### src/rtl/pe_phase_sequencer.sv
// Three-phase burst sequencer for a PE triplet: steps phase 1->2->3 per beat,
// hands out the shared exact multiplier one-hot per phase, and counts committed beats.
module pe_phase_sequencer #(
    parameter int unsigned BEAT_W = 8
) (
    input  logic              fast_clk,
    input  logic              rst_n,
    input  logic              start,
    input  logic [BEAT_W-1:0] beats,
    input  logic              hold,
    input  logic              abort,
    output logic              ready,
    output logic              busy,
    output logic [1:0]        phase,
    output logic [2:0]        exact_grant,
    output logic              beat_commit,
    output logic              result_valid,
    output logic [BEAT_W-1:0] beat_cnt,
    output logic              done
);

    typedef enum logic [1:0] {
        S_IDLE,
        S_RUN,
        S_DONE
    } state_e;

    localparam logic [BEAT_W-1:0] ONE = BEAT_W'(1);

    state_e            state_q;
    logic [1:0]        ph_q;
    logic [BEAT_W-1:0] rem_q;
    logic [BEAT_W-1:0] beat_cnt_q;
    logic              result_valid_q;

    always_ff @(posedge fast_clk or negedge rst_n) begin
        if (!rst_n) begin
            state_q        <= S_IDLE;
            ph_q           <= 2'd1;
            rem_q          <= '0;
            beat_cnt_q     <= '0;
            result_valid_q <= 1'b0;
        end else begin
            result_valid_q <= 1'b0;
            unique case (state_q)
                S_IDLE: begin
                    if (start && !abort) begin
                        beat_cnt_q <= '0;
                        ph_q       <= 2'd1;
                        if (beats != '0) begin
                            rem_q   <= beats;
                            state_q <= S_RUN;
                        end else begin
                            state_q <= S_DONE;
                        end
                    end
                end
                S_RUN: begin
                    // abort wins over both hold and the phase-3 commit
                    if (abort) begin
                        state_q <= S_IDLE;
                    end else if (!hold) begin
                        if (ph_q == 2'd3) begin
                            rem_q          <= rem_q - ONE;
                            beat_cnt_q     <= beat_cnt_q + ONE;
                            result_valid_q <= 1'b1;
                            ph_q           <= 2'd1;
                            if (rem_q == ONE) begin
                                state_q <= S_DONE;
                            end
                        end else begin
                            ph_q <= ph_q + 2'd1;
                        end
                    end
                end
                S_DONE: begin
                    state_q <= S_IDLE;
                end
                default: begin
                    state_q <= S_IDLE;
                end
            endcase
        end
    end

    always_comb begin
        ready       = (state_q == S_IDLE);
        busy        = (state_q == S_RUN);
        done        = (state_q == S_DONE);
        phase       = (busy && !hold) ? ph_q : 2'd0;
        beat_commit = (phase == 2'd3);
        exact_grant = 3'b000;
        unique case (phase)
            2'd1:    exact_grant = 3'b001;
            2'd2:    exact_grant = 3'b010;
            2'd3:    exact_grant = 3'b100;
            default: exact_grant = 3'b000;
        endcase
    end

    assign result_valid = result_valid_q;
    assign beat_cnt     = beat_cnt_q;

endmodule

### config.mk
export PLATFORM = sky130hd
export DESIGN_NAME = pe_phase_sequencer
export DESIGN_NICKNAME = d
export VERILOG_FILES = /design/src/rtl/pe_phase_sequencer.sv
export SDC_FILE = /design/constraint.sdc
export NUM_CORES = 1
export LEC_CHECK = 0
export CAP_MARGIN = 20
export CORE_UTILIZATION = 45
export CTS_CLUSTER_DIAMETER = 40
export DETAILED_ROUTE_END_ITERATION = 8
export GPL_TIMING_DRIVEN = 0
export PLACE_DENSITY = 0.78
export SYNTH_ARGS = -nofsm -noshare
export SYNTH_HDL_FRONTEND = slang
export SYNTH_SLANG_ARGS = --single-unit
### constraint.sdc
create_clock -name fast_clk -period 4.8 [get_ports fast_clk]
set_clock_uncertainty 0.15 [all_clocks]
set_input_delay 0.72 -clock fast_clk [delete_from_list [all_inputs] [get_ports fast_clk]]
set_output_delay 0.72 -clock fast_clk [all_outputs]
set_load 0.005 [all_outputs]
==> reports/results.tsv <==
metric	value	unit
Yosys reg bits	21	
Clock Path Buffers	2	
Int Pwr	0.3792	mW
Post-Synthesis Cells	139	
fin area	1669	um^2
Post-DP Area	1614	um^2
gr ovfl total	0	
ant diodes	0	
Max VDD drop	252.3	uV
first-pass GRT wire length	5789	um
FF+latch area	526.8	um^2
Post-synth EDFFs	0	
Seq pwr share	45.2	%
initial antenna violation count	0	
routed len/inst	16.69	um
num rows	18	
Max Freq	0.3116	GHz
RSZ-0062 raised after global routing	false	
commonest non-fill, non-tap cell in the layout	clkdlybuf4s50_1	
Total Neg Setup Slack	0	ns
Skew-Pair Late Insertion Delay	0.31	ns
reg2reg setup slack	2.80	ns
simple-gate share of the synthesized area	27.06	%
clock share of power	14.2	%
Finish-stage setup viols	0	
RR Endpoint	rem_q[6]$_DFFE_PN0P_	
Syn Nets	157	
sequential share of the synthesized area	41.27	%
Combinational Power Share	40.6	%
I/O Buffers	30	
# fillers	232	
Worst Max-Slew Pin Slew	0.5211	ns
Avg Synthesized Cell Area	9.181	um^2
Max Slew Vio Count	0	
CTS tree	done	
Critical R2R Launch	rem_q[0]$_DFFE_PN0P_	
setup repair bufs after CTS	0	
Hold Crit Depth	1	
Core ar.	2567	um^2
# placed instances	199	
CP Max Fanout	7	
Final Critical Period	3.209	ns
initial core utilization	49.71	%
most frequent cells in the layout	clkdlybuf4s50_1, dfrtp_1, o21ai_0, nand2_1	
Die Wd	55.26	um
DRT iter0 DRCs	38	
die area	3053	um^2
Synth Warn #	0	
Final Hold Viols	0	
clock-pin slew on the worst setup and hold paths	0.13	ns
fin crit share	66.86	%
cells on worst reg2reg path	6	
proportion of layout cells with a drive suffix above 1	10.34	%
switch share	39.81	%
clock root buffer	clkbuf_4	
Placer Congestion	0.8750	
complex-gate fraction of the synthesized area	23.63	%
Post-Route WL	3404	um
DRT Pass-1 Iters	4	
antenna-violating nets left	0	
Die Height	55.26	um
most used flip-flop cell after synthesis	dfrtp_1	
Layout area overhead	30.78	%
nets	193	
Worst Hold Class	reg2reg	
pwr/cell area	377.5	nW/um^2
largest family of logic cells by synthesized area	simple AND/OR/NAND/NOR gates	
Total Power	0.6301	mW
post-CTS sizing	0	
Critical Path Start Type	primary input	
hold endpoint	rem_q[6]$_DFFE_PN0P_	
post-synthesis adder-cell area fraction	4.902	%
Tot GR Track Use	23.54	%
Synth async-reset ratio	100.0	%
Vias	1276	
final non-filler cell total	204	
final core occ	65.01	%
H-tree depth	1	
hold_sp	rem_q[6]$_DFFE_PN0P_	
Worst Path Arrival	2.34	ns
Synth cell types	44	
Worst Setup End Kind	output port	
largest net degree at the start of global routing	22	
mux cell area share after synthesis	0	%
P_leak	0.6771	nW
Maximum Capacitance Violations	0	
via/cell ratio	6.255	
Worst Path Required	3.93	ns
cts hold-fix bufs	0	
vias in the first global route	1243	
DR DRC count	0	
net switching power	0.2508	mW
Max transition margin	65.12	%
# clock sinks	21	
IO Count	31	
DP Wirelength	2408	um
post-synthesis xor/xnor area fraction	0	%
Synth Cell Area	1276	um^2
multi-input logic area	709.4	um^2
outcome	finished clean	
clock buffer count from CTS	3	
critical path class	in2out	
how the worst max path moves through the flow:
stage                                 from             end  slack (ns)  cells past startpoint
floorplan           state_q[1]$_DFFE_PN0P_  exact_grant[2]        2.61                      5
global placement                      hold  exact_grant[2]        1.65                      5
detailed placement                    hold  exact_grant[2]        1.60                      5
CTS                                   hold  exact_grant[2]        1.60                      5
global route                          hold  exact_grant[2]        1.53                      5
finish                                hold  exact_grant[2]        1.59                      5
cell type report:
type                    count  area share, %
well taps                  30          2.249
multi-input cells         109          42.50
clock inverters             1         0.2999
repair buffers             31          19.64
flip-flops and latches     21          31.56
clock buffers               3          1.349
inverters                   4         0.8996
plain buffers               5          1.499
state kept, by name, indices dropped and copies added, names as in the netlist:
name,cells
beat_cnt,8
rem_q,8
ph_q,2
state_q,2
result_valid,1
cells by family after synthesis:
logic type                 after synthesis
and+or+nand+nor                         55
AOI/OAI and AO/OA                       49
DFF                                     21
buffers and inverters                    9
adders and majority gates                5
power by group through the flow:
stage          Sequential [mW]  Combinational (mW)  Clock (mW)
6_report                 0.285               0.256      0.0896
5_1_grt                  0.292               0.286      0.0992
4_1_cts                  0.282               0.252      0.0914
3_5_place_dp             0.286               0.249           0
3_3_place_gp             0.282               0.239           0
2_1_floorplan            0.271               0.165           0
cell usage after synthesis, types with 2 or more instances:
master	instances	area share, %
nand2_1	11	3.2
o22ai_1	2	0.98
inv_1	4	1.2
nor4_2	2	2.0
dfrtp_1	20	39
o21ai_1	5	2.0
nor3_1	2	0.78
nor4_1	3	1.5
o21ai_0	12	4.7
and2_1	2	0.98
o2bb2ai_1	5	3.4
a21o_1	2	1.2
nand4_1	3	1.5
ha_1	5	4.9
clkbuf_1	2	0.59
nor2b_1	2	0.98
buf_2	2	0.78
a21oi_1	9	3.5
and3_1	3	1.5
a31oi_1	6	2.9
nor2_1	9	2.6
nand3_1	5	2.0
o31ai_1	2	1.2
through the flow:
step | setup slack [ns] | hold WS [ns]
after floorplan | 2.608 | 0.2744
after global placement | 1.648 | 0.3260
after detailed placement | 1.604 | 0.3330
after CTS | 1.596 | 0.3612
after global routing | 1.527 | 0.3833
final | 1.591 | 0.3614
critical path: stages:
cell	delay [ns]
clkdlybuf4s50_1	0.56
nor3_1	0.28
and2_1	0.19
buf_4	0.11
clkdlybuf4s50_1	0.48
layer usage:
metal  wire length [um]  global-route usage [%]  up-vias
li1                   -                       -      602
met1               1488                   31.16      612
met2               1623                   39.76       55
met3                243                   3.981        7
met4                 49                   6.429        0
met5                  0                       0        -
No activity file was read; power rests on OpenSTA's default activity.
